$ cat config.mk
export PLATFORM = sky130hd
export DESIGN_NAME = servo_pwm_decoder
export DESIGN_NICKNAME = d
export VERILOG_FILES = /design/src/rtl/servo_pwm_decoder.sv
export SDC_FILE = /design/constraint.sdc
export NUM_CORES = 1
export LEC_CHECK = 0
export CELL_PAD_IN_SITES_DETAIL_PLACEMENT = 2
export CELL_PAD_IN_SITES_GLOBAL_PLACEMENT = 2
export CORE_MARGIN = 2
export CORE_UTILIZATION = 25
export CTS_BUF_LIST = sky130_fd_sc_hd__clkbuf_8
export CTS_CLUSTER_DIAMETER = 120
export DETAILED_ROUTE_END_ITERATION = 10
export PLACE_DENSITY_LB_ADDON = 0.1
export SLEW_MARGIN = 15
export SYNTH_ARGS = -nofsm -noshare
export SYNTH_HDL_FRONTEND = slang
export SYNTH_SLANG_ARGS = --single-unit
$ cat constraint.sdc
create_clock -name clk -period 3.55 [get_ports clk]
set_clock_uncertainty 0.05 [all_clocks]
set_input_delay 0.8875 -clock clk [delete_from_list [all_inputs] [get_ports clk]]
set_output_delay 0.8875 -clock clk [all_outputs]
set_load 0.005 [all_outputs]
$ cat src/rtl/servo_pwm_decoder.sv
// servo_pwm_decoder: measures the high time of a servo PWM line in clk_en
// ticks and maps it back to a servo direction (UP / DOWN / STAY).
// Nominal on-times and direction codes normally come from the motors header.
// The fallbacks below apply when that header has not been included.
// Optional feature macro: SERVO_PWM_DEC_FILTER_EN. When it is defined, a
// direction is only reported after two consecutive pulses decode to the same
// class.

`ifndef SERVO_PWM_BITS
`define SERVO_PWM_BITS 8
`endif
`ifndef SERVO_PWM_UP
`define SERVO_PWM_UP 200
`endif
`ifndef SERVO_PWM_DOWN
`define SERVO_PWM_DOWN 100
`endif
`ifndef SERVO_PWM_CENTER
`define SERVO_PWM_CENTER 150
`endif
`ifndef SERVO_DIR_STAY
`define SERVO_DIR_STAY 2'd0
`endif
`ifndef SERVO_DIR_UP
`define SERVO_DIR_UP 2'd1
`endif
`ifndef SERVO_DIR_DOWN
`define SERVO_DIR_DOWN 2'd2
`endif

module servo_pwm_decoder #(
  parameter int TOLERANCE     = 8,
  parameter int TIMEOUT_TICKS = 65535
) (
  input  logic                        clk,
  input  logic                        reset,
  input  logic                        clk_en,
  input  logic                        pwm_in,
  output logic [`SERVO_PWM_BITS-1:0]  on_time,
  output logic [1:0]                  dir,
  output logic                        valid,
  output logic                        unknown,
  output logic                        timeout
);

  localparam int PW = `SERVO_PWM_BITS;
  localparam int TW = $clog2(TIMEOUT_TICKS + 1);

  localparam logic [PW-1:0] UP_NOM     = PW'(`SERVO_PWM_UP);
  localparam logic [PW-1:0] DOWN_NOM   = PW'(`SERVO_PWM_DOWN);
  localparam logic [PW-1:0] CENTER_NOM = PW'(`SERVO_PWM_CENTER);
  localparam logic [PW-1:0] CNT_MAX    = '1;

  localparam logic [TW-1:0] T_MAX    = TW'(TIMEOUT_TICKS);
  localparam logic [TW-1:0] T_MAX_M1 = TW'(TIMEOUT_TICKS - 1);

  localparam logic [1:0] DIR_STAY = `SERVO_DIR_STAY;
  localparam logic [1:0] DIR_UP   = `SERVO_DIR_UP;
  localparam logic [1:0] DIR_DOWN = `SERVO_DIR_DOWN;

  localparam logic [1:0] SYNC = 2'd0;
  localparam logic [1:0] LOW  = 2'd1;
  localparam logic [1:0] HIGH = 2'd2;

  logic [1:0]    sync_q;
  logic          lvl;
  logic          prev;
  logic          rise;
  logic          fall;
  logic [1:0]    state;
  logic [PW-1:0] cnt;
  logic [TW-1:0] tcnt;
  logic          match;
  logic [1:0]    cls;

`ifdef SERVO_PWM_DEC_FILTER_EN
  logic          hist_valid;
  logic [1:0]    hist_cls;
`endif

  // Distance check done one bit wider and signed so a short pulse never wraps
  // around into a false match with a large nominal value.
  function automatic logic near(input logic [PW-1:0] a, input logic [PW-1:0] b);
    logic signed [PW:0] d;
    d = $signed({1'b0, a}) - $signed({1'b0, b});
    if (d < 0) d = -d;
    return d <= $signed((PW+1)'(TOLERANCE));
  endfunction

  assign lvl  = sync_q[1];
  assign rise = lvl & ~prev;
  assign fall = ~lvl & prev;

  // Two-flop synchronizer for the asynchronous PWM line, runs every clk.
  always_ff @(posedge clk or posedge reset) begin
    if (reset) sync_q <= 2'b00;
    else       sync_q <= {sync_q[0], pwm_in};
  end

  // Classify the current count; UP is checked first, then DOWN, then CENTER.
  always_comb begin
    match = 1'b1;
    cls   = DIR_STAY;
    if (near(cnt, UP_NOM))          cls = DIR_UP;
    else if (near(cnt, DOWN_NOM))   cls = DIR_DOWN;
    else if (near(cnt, CENTER_NOM)) cls = DIR_STAY;
    else                            match = 1'b0;
  end

  // Edge tracking, pulse measurement FSM, timeout watchdog and output update.
  always_ff @(posedge clk or posedge reset) begin
    if (reset) begin
      prev       <= 1'b0;
      state      <= SYNC;
      cnt        <= '0;
      tcnt       <= '0;
      on_time    <= '0;
      dir        <= DIR_STAY;
      valid      <= 1'b0;
      unknown    <= 1'b0;
      timeout    <= 1'b0;
`ifdef SERVO_PWM_DEC_FILTER_EN
      hist_valid <= 1'b0;
      hist_cls   <= DIR_STAY;
`endif
    end else begin
      valid   <= 1'b0;
      unknown <= 1'b0;
      if (clk_en) begin
        prev <= lvl;

        if (rise) begin
          tcnt <= '0;
        end else if (tcnt == T_MAX_M1) begin
          tcnt    <= T_MAX;
          timeout <= 1'b1;
          dir     <= DIR_STAY;
        end else if (tcnt != T_MAX) begin
          tcnt <= tcnt + 1'b1;
        end

        case (state)
          SYNC: begin
            if (!lvl) state <= LOW;
          end
          LOW: begin
            if (rise) begin
              cnt   <= {{(PW-1){1'b0}}, 1'b1};
              state <= HIGH;
            end
          end
          HIGH: begin
            if (lvl) begin
              if (cnt == CNT_MAX) begin
                state   <= SYNC;
                unknown <= 1'b1;
`ifdef SERVO_PWM_DEC_FILTER_EN
                hist_valid <= 1'b0;
`endif
              end else begin
                cnt <= cnt + 1'b1;
              end
            end else if (fall) begin
              state <= LOW;
              if (match) begin
`ifdef SERVO_PWM_DEC_FILTER_EN
                hist_valid <= 1'b1;
                hist_cls   <= cls;
                if (hist_valid && hist_cls == cls) begin
                  on_time <= cnt;
                  dir     <= cls;
                  valid   <= 1'b1;
                  timeout <= 1'b0;
                end
`else
                on_time <= cnt;
                dir     <= cls;
                valid   <= 1'b1;
                timeout <= 1'b0;
`endif
              end else begin
                unknown <= 1'b1;
`ifdef SERVO_PWM_DEC_FILTER_EN
                hist_valid <= 1'b0;
`endif
              end
            end
          end
          default: state <= SYNC;
        endcase
      end
    end
  end

endmodule

Yosys cells after proc, flatten, opt, wreduce, memory -nomap -nowiden
Index checks and enable logic that the tools add are counted.
{ "word_totals": {"output_inout_bits": 13, "register_bits": 42, "input_bits": 4, "elab_cells": 93} }
{ "classes": {"n_lt_le_gt_ge": 6, "n_addsub": 8, "reduce_logical": 7, "mux": 47, "n_eq_ne": 11, "bitwise": 4} }
{ "op_table": {"columns": ["operator", "count"], "rows": [
  ["2-to-1 mux 9 bit", 6],
  ["2-to-1 mux 16 bit", 3],
  ["less-or-equal comparator 9 x 5 -> 1 bit, second input constant", 3],
  ["< comparator 9 x 1 -> 1 bit, second input constant", 3],
  ["negation 9 bit", 3],
  ["2-to-1 mux 2 bit", 13],
  ["2-to-1 mux 8 bit", 3],
  ["2-to-1 mux 1 bit", 20],
  ["subtractor 8 x 8 -> 9 bit, second input constant", 2],
  ["adder 16 x 1 -> 16 bit, second input constant", 1],
  ["== test 16 bit, second input constant", 1],
  ["!= test 16 bit, second input constant", 1],
  ["one-hot mux 8 bit (2 select lines)", 1],
  ["AND reduction 5 bit", 3],
  ["subtractor 8 x 7 -> 9 bit, second input constant", 1],
  ["adder 8 x 1 -> 8 bit, second input constant", 1],
  ["== test 8 bit, second input constant", 1],
  ["!= test 2 bit, second input constant", 4],
  ["!= test 3 bit, second input constant", 2],
  ["one-hot mux 2 bit (3 select lines)", 1],
  ["nonzero test 3 bit", 1],
  ["bitwise AND 1 bit", 2],
  ["== test 2 x 1 -> 1 bit, second input constant", 1],
  ["== test 2 bit, second input constant", 1],
  ["4 further kinds", 5]
]} }

Logic depth before layout (Yosys ltp)
Gate-level depths: netlist (run 1).
{ "depth": {"depth_word": 17, "ltp_mapped": 13, "ltp_nobuf": 11} }

Least setup slack after synthesis (run 1)
Ideal clock, no wire load.
{ "synth_timing": {"path_kind": "register to register", "from": "register cnt[3]", "to": "register on_time[4]", "stages_incl_launch_ff": 13, "synth_period_minus_slack_ns": 2.848, "arrival_ns": 2.673, "setup_ns": 0.125, "required_time_ns": 3.375, "path_slack_ns": 0.702, "path_buffers": 1, "cell_sequence": "dfrtp_1 -> buf_6 -> inv_1 -> ha_1 -> a21bo_2 -> o21ai_1 -> a32o_1 -> a32oi_1 -> a2111oi_1 -> a31oi_1 -> a21o_4 -> inv_4 -> mux2_4"} }
{ "synth_between": {"elab_chain_cells": 10, "elab_cells_between_ends": 22, "cone_classes": "add/sub: 6; order compare: 6; mux: 9; reduce/logical: 1"} }
{ "synth_rtl": {"columns": ["item", "line_no", "rtl"], "rows": [
  ["from (decl)", "71", "logic [PW-1:0] cnt;"],
  ["from (signal assigned)", "148", "cnt <= {{(PW-1){1'b0}}, 1'b1};"],
  ["from (signal assigned)", "161", "cnt <= cnt + 1'b1;"],
  ["subtractor 8 x 8 -> 9 bit", "85", "d = $signed({1'b0, a}) - $signed({1'b0, b});"],
  ["negation 9 bit or < comparator 9 x 1 -> 1 bit (tied branches)", "86", "if (d < 0) d = -d;"],
  ["2-to-1 mux 9 bit", "86", null],
  ["2-to-1 mux 9 bit", "105", "else if (near(cnt, DOWN_NOM)) cls = DIR_DOWN;"],
  ["2-to-1 mux 9 bit", "104", "if (near(cnt, UP_NOM)) cls = DIR_UP;"],
  ["less-or-equal comparator 9 x 5 -> 1 bit", "87", "return d <= $signed((PW+1)'(TOLERANCE));"],
  ["2-to-1 mux 1 bit", "106", "else if (near(cnt, CENTER_NOM)) cls = DIR_STAY;"],
  ["2-to-1 mux 1 bit", "105", null],
  ["2-to-1 mux 1 bit (*)", "104", null],
  ["AND reduction 5 bit (no line) (*)", null, null],
  ["to (signal assigned)", "176", "on_time <= cnt;"],
  ["to (decl)", "39", "output logic [`SERVO_PWM_BITS-1:0] on_time,"]
]} }
Every way passes the cells marked *; elsewhere a longest branch is shown, timed or not. The select of a mux whose other input is x is not followed.
A chain may end at the register's enable or synchronous reset.

Final worst setup path (run 1)
Same ends and word-level chain as after synthesis.

==> run_results.csv, run 1 <==
group,metric,value,unit
outcome,status,"finished clean",
grt,grt_use_total,15.8,%
detailed_routing,drc,0,
synth,ys_ff_latch,42,
layout,n_antenna_cell,0,
grt,antenna_found_initial,0,
worst_setup_path,endpoint,"on_time[4]",
clock_network,cts_tree,"yes",
synth,ys_async_sr_fraction,100,%
detailed_routing,drt_iter0_drc,65,
placement,placedInstanceArea,3390,sq um
synth,synth-xor-area-share,4.88,%
clock_network,htreeDepth,2,
synth,syn_area,3030,sq um
hold_path,min_from,"sync_q[0]",
grt,grt.overflow.total,0,
sta,max_slew.worst_pin.slew,926,ps
floorplanning,start_util,25.4,%
detailed_routing,routed_wl,9330,um
placement,place.gp.congestion,0.752,
synth,yosysSeqAreaShare,34.7,%
synth,yosys.area_share.adder,7.44,%
detailed_routing,wl_per_cell,18.2,um
power,power_leakage,1.53,nW
grt,grt_pass1_vias,2972,
placement,dp_hpwl,6950,um
clock_network,clkTransAtPathRegs,90,ps
synth,yosysUniqueCellTypes,59,
worst_setup_path,end_kind,"flip-flop",
worst_setup_path,arrival,3260,ps
layout,num-fill-cells,1372,
synth,ys_warn_count,0,
placement,numPortBuffers,16,
sta,min_period,3120,ps
worst_setup_path,critPathKind,"reg -> reg",
detailed_routing,antenna_left,0,
floorplanning,die_h,114,um
floorplanning,io_pins,17,
floorplanning,fp-row-count,40,
worst_setup_path,worstReg2RegStart,"cnt[3]",
detailed_routing,detailedRoute.firstPassIterationCount,4,
synth,yosys.area_share.simple,18.7,%
sta,finalCritPeriodShare,87.9,%
sta,timing.slew.headroom,38.2,%
worst_setup_path,cp_data_required_time,3690,ps
layout,nets,387,
sta,rsz0062_at_grt,"no",
sta,finalHoldViolCount,0,
synth,synth_top_cell_by_area,"dfrtp_1",
grt,grt_max_degree,43,
worst_setup_path,r2r-end,"on_time[4]",
grt,grt_pass1_wl,16100,um
sta,setup_viol,0,
hold_path,hold_path.class,"reg -> reg",
clock_network,post_cts_buffers,0,
floorplanning,core_area,11900,sq um
power,ir_drop,0.000183,V
layout,layout_common_cells,"dfrtp_1 (42), a21oi_1 (37), nand2_1 (36)",
layout,areaGrowthSynthToFinish,15.7,%
clock_network,cts.sinks,42,
clock_network,clk_path_buf_depth,2,
synth,yosys_most_used_dff,"dfrtp_1",
sta,setup-tns-final,0,ps
synth,synth_top_area_share,34.7,%
synth,syn_nets,368,
clock_network,root_buffer,"clkbuf_8",
worst_setup_path,r2r_setup_slack,430,ps
synth,postSynthCellCount,346,
detailed_routing,dr_total_vias,2680,
synth,syn_area_per_cell,8.75,sq um
clock_network,clkLatencyLatePin,310,ps
sta,drv_slew,0,
worst_setup_path,crit_start,"cnt[3]",
run,max_cap_viol_count,0,
floorplanning,die_w,114,um
detailed_routing,via_per_inst,5.23,
synth,synth_mux_area_share,4.71,%
synth,synth_top_family_by_area,"compound AO/OA/AOI/OAI gates",
synth,synth-edff-count,0,
layout,drive_above_1_share,12.9,%
synth,yosys-top-cells-area,"dfrtp_1 (35%), ha_1 (7.4%), a21oi_1 (6.1%)",
hold_path,whs_path_depth,0,
layout,fin_area,3500,sq um
floorplanning,die_area,13000,sq um
clock_network,numCtsBuffers,5,
worst_setup_path,worst-path-max-fanout,8,
worst_setup_path,cp-start-kind,"flip-flop",
sta,max_freq,320,MHz
worst_setup_path,reg2reg_depth,11,
power,power_density,450,nW/um^2
synth,synth_compound_area_share,24.2,%
layout,final_common_cell,"dfrtp_1",
## worst max-delay path, stage by stage (launching register included)
cell       delay [ps]
dfrtp_1           390
inv_1             240
ha_1              360
a21boi_0          350
a32o_1            230
a32oi_1           100
a2111oi_2         320
buf_4             200
a31oi_1            70
a21o_4            300
inv_4             100
mux2_4            290
## power breakdown
| part | total, mW | internal, mW | switching (mW) |
|---|---|---|---|
| Sequential | 0.568 | 0.515 | 0.0527 |
| Clock | 0.411 | 0.226 | 0.186 |
| Combinational | 0.596 | 0.231 | 0.366 |
## worst min path at each step
stage,end
after floorplan,sync_q[1]
after global placement,sync_q[1]
after detailed placement,sync_q[1]
after CTS,sync_q[1]
after global routing,sync_q[1]
final,sync_q[1]
## routing by layer
layer,global-route usage (%),part of all wire [%]
met1,21.6,48
met2,26.4,48
met3,2.54,2.3
met4,3.17,0.87
met5,0,0
## layout make-up
cell class	count	area, sq um	share of cell area [%]
Timing Repair Buffer	31	273	7.79
Tap cell	147	184	5.25
Clock inverter	1	30.0	0.857
Clock buffer	6	82.6	2.36
Inverter	16	62.6	1.79
Multi-Input combinational cell	269	1820	52.0
Sequential cell	42	1050	30.0
## registers in the layout (all words and copies together) (netlist names)
| register | count |
|---|---|
| cnt | 8 |
| dir | 2 |
| on_time | 8 |
| prev | 1 |
| state | 2 |
| sync_q | 2 |
| tcnt | 16 |
| timeout | 1 |
| unknown | 1 |
| valid | 1 |
## what timing repair did
action	CTS	global route
resized for setup	0	1
setup endpoints to repair	0	3
endpoints found under the hold margin	0	0
hold buffers	0	0
## through the flow
stage               power, mW  hold slack, ps  worst slack, ps  util [%]  instances
global placement         1.17             285              277      28.4        505
detailed placement       1.18             289              266      28.4        505
finish                   1.58             309              428      29.4        512
global route             1.70             315              149      29.4        512
floorplan               0.994             281              702         -        346
CTS                      1.60             312              228      29.4        512
## cells in the mapped netlist (all sizes together), types with 5 or more instances
cell / instances
a31oi: 9
o21ai: 27
a21oi: 40
nor3: 5
clkbuf: 9
nand2: 36
nand3: 14
inv: 16
nand2b: 5
and3: 9
o22a: 5
dfrtp: 42
ha: 18
nand4: 5
nor2: 20
xnor2: 12
buf: 10
mux2: 10
nor2b: 6
## cells by family after synthesis
logic type / after synthesis
adder cells (fa/ha/maj): 18
buffers and inverters: 35
multiplexers: 10
XOR/XNOR: 16
flip-flops: 42
AO/OA/AOI/OAI: 111
AND/OR/NAND/NOR: 114
Power figures use the tool's default switching activity.
==> run 2: changes to the inputs <==
--- a/config.mk
+++ b/config.mk
@@ -14,5 +14,5 @@
 export DETAILED_ROUTE_END_ITERATION = 10
 export PLACE_DENSITY_LB_ADDON = 0.1
-export SLEW_MARGIN = 15
+export SLEW_MARGIN = 25
 export SYNTH_ARGS = -nofsm -noshare
 export SYNTH_HDL_FRONTEND = slang
--- a/constraint.sdc
+++ b/constraint.sdc
@@ -3,3 +3,3 @@
 set_input_delay 0.8875 -clock clk [delete_from_list [all_inputs] [get_ports clk]]
 set_output_delay 0.8875 -clock clk [all_outputs]
-set_load 0.005 [all_outputs]
+set_load 0.05 [all_outputs]
==> run 2 against run 1 <==
- die area unchanged
- utilization about the same
- critical path depth unchanged
- critical path type unchanged
- largest power group unchanged
- highest routed layer unchanged
==> run_results.csv, run 2 (synthesis gave the netlist of run 1 again) <==
group,metric,value,unit
outcome,status,"finished clean",
layout,n_antenna_cell,0,
clock_network,clk_path_buf_depth,2,
grt,grt_busiest_layer,"met2",
clock_network,cts.sinks,42,
layout,final_common_cell,"dfrtp_1",
worst_setup_path,worst-path-max-fanout,8,
layout,largest-register,"tcnt",
worst_setup_path,cp_top_family,"compound AO/OA/AOI/OAI gates",
placement,dp_hpwl,6950,um
power,ir_drop,0.000185,V
clock_network,htreeDepth,2,
floorplanning,die_w,114,um
sta,setup-tns-final,0,ps
floorplanning,io_pins,17,
power,p_sw_share,38.4,%
worst_setup_path,arrival,3260,ps
clock_network,cts-resized-gates,0,
worst_setup_path,cpPeakStageDelay,390,ps
clock_network,clkLatencyLatePin,310,ps
detailed_routing,wl_per_cell,18.2,um
power,power_leakage,1.53,nW
clock_network,post_cts_buffers,0,
clock_network,clkTransAtPathRegs,90,ps
clock_network,cts_tree,"yes",
layout,drive_above_1_share,12.9,%
floorplanning,die_area,13000,sq um
grt,grt_max_degree,43,
grt,grt_pass1_wl,16100,um
power,power_switching,606,uW
sta,finalHoldViolCount,0,
grt,grtUsageMet2,26.4,%
layout,layout_common_cells,"dfrtp_1 (42), a21oi_1 (37), nand2_1 (36)",
clock_network,numCtsBuffers,5,
floorplanning,die_h,114,um
placement,place.gp.congestion,0.752,
layout,areaGrowthSynthToFinish,15.7,%
grt,grt_pass1_vias,2972,
floorplanning,core_area,11900,sq um
sta,max_slew.worst_pin.slew,772,ps
layout,largest_reg_flops,16,
run,max_cap_viol_count,0,
clock_network,root_buffer,"clkbuf_8",
detailed_routing,drt_iter0_drc,65,
sta,drv_slew,0,
layout,num-fill-cells,1371,
grt,met1_usage,21.6,%
placement,numPortBuffers,16,
power,pwr-share-seq,36.0,%
hold_path,hold_path.class,"reg -> reg",
worst_setup_path,worstPathCellList,"inv_1 -> ha_1 -> a21boi_0 -> a32o_1 -> a32oi_1 -> a2111oi_2 -> buf_4 -> a31oi_1 -> a21o_4 -> inv_4 -> mux2_4",
grt,gr-usage-met3,2.54,%
sta,rsz0062_at_grt,"no",
detailed_routing,routed_wl,9330,um
layout,reg_top3,"tcnt x16, cnt x8, on_time x8",
layout,nets,387,
power,internal_power,971,uW
detailed_routing,drc,0,
worst_setup_path,critPathKind,"reg -> reg",
worst_setup_path,end_kind,"flip-flop",
detailed_routing,dr_total_vias,2682,
detailed_routing,antenna_left,0,
detailed_routing,via_per_inst,5.24,
worst_setup_path,slowest_stage,"dfrtp_1",
floorplanning,start_util,25.4,%
power,power_density,450,nW/um^2
power,clkPwrFrac,26.0,%
grt,grt.overflow.total,0,
sta,max_freq,320,MHz
sta,min_period,3120,ps
worst_setup_path,cp_data_required_time,3690,ps
sta,setup_viol,0,
grt,antenna_found_initial,0,
clock_network,cts-hold-fix-buffers,0,
sta,timing.slew.headroom,48.5,%
worst_setup_path,cp-start-kind,"flip-flop",
grt,grt_use_total,15.8,%
worst_setup_path,cp_num_buf_inv,3,
floorplanning,fp-row-count,40,
sta,hold_ws,308,ps
detailed_routing,detailedRoute.firstPassIterationCount,4,
power,power_frac_comb,38.0,%
sta,finalCritPeriodShare,87.9,%
-- run 2: worst paths after layout --
| check | startpoint | slack (ps) | depth (start not counted) | endpoint |
|---|---|---|---|---|
| worst max-delay path | cnt[3] | 430 | 11 | on_time[4] |
| worst min-delay path | sync_q[0] | 310 | 0 | sync_q[1] |
| worst max register to register | cnt[3] | 430 | 11 | on_time[4] |
| worst min register to register | sync_q[0] | 310 | 0 | sync_q[1] |
| max in group asynchronous | reset | 2020 | 2 | on_time[7] |
| min in group asynchronous | reset | 950 | 2 | state[1] |
-- run 2: power groups by stage --
stage | sequential (mW) | combinational, mW | clock [mW]
5_1_grt | 0.578 | 0.677 | 0.448
3_3_place_gp | 0.576 | 0.592 | 0
4_1_cts | 0.570 | 0.603 | 0.431
2_1_floorplan | 0.571 | 0.426 | 0
3_5_place_dp | 0.579 | 0.600 | 0
6_report | 0.568 | 0.599 | 0.411
-- run 2: final cells by class --
class                      count  area (sq um)  share of cell area [%]
multi-input combinational    269          1820                    51.9
clock buffer                   6          82.6                    2.36
sequential                    42          1050                    30.0
inverter                      16          63.8                    1.82
timing repair buffer          31           273                    7.78
clock inverter                 1          30.0                   0.857
tap                          147           184                    5.25
-- run 2: stage by stage --
stage | std cells | cell area (sq um) | power (mW) | worst slack [ps] | utilization (%)
floorplan | 346 | 3030 | 0.997 | 702 | -
detailed placement | 505 | 3390 | 1.18 | 266 | 28.4
global placement | 505 | 3390 | 1.17 | 277 | 28.4
finish | 512 | 3500 | 1.58 | 428 | 29.4
CTS | 512 | 3500 | 1.60 | 228 | 29.4
global route | 512 | 3500 | 1.70 | 149 | 29.4
-- run 2: routing by layer --
layer | vias up | routed length (um)
li1 | 1284 | -
met1 | 1364 | 4520
met2 | 26 | 4510
met3 | 8 | 217
met4 | 0 | 81
met5 | - | 0
-- run 2: worst reg2reg max path, delay by kind of cell, from the launching register on --
kind / cells / cell delay (ps)
muxes: 1 / 290
AOI/OAI and AO/OA: 6 / 1370
DFF: 1 / 390
buffers and inverters: 3 / 540
adders and majority gates: 1 / 360
==> run 3: changes to the inputs <==
Settings changed: HOLD_SLACK_MARGIN set to 0.08.
==> results of run 3 <==
Same layout as run 2: the final DEF is identical, and so are final timing and power.
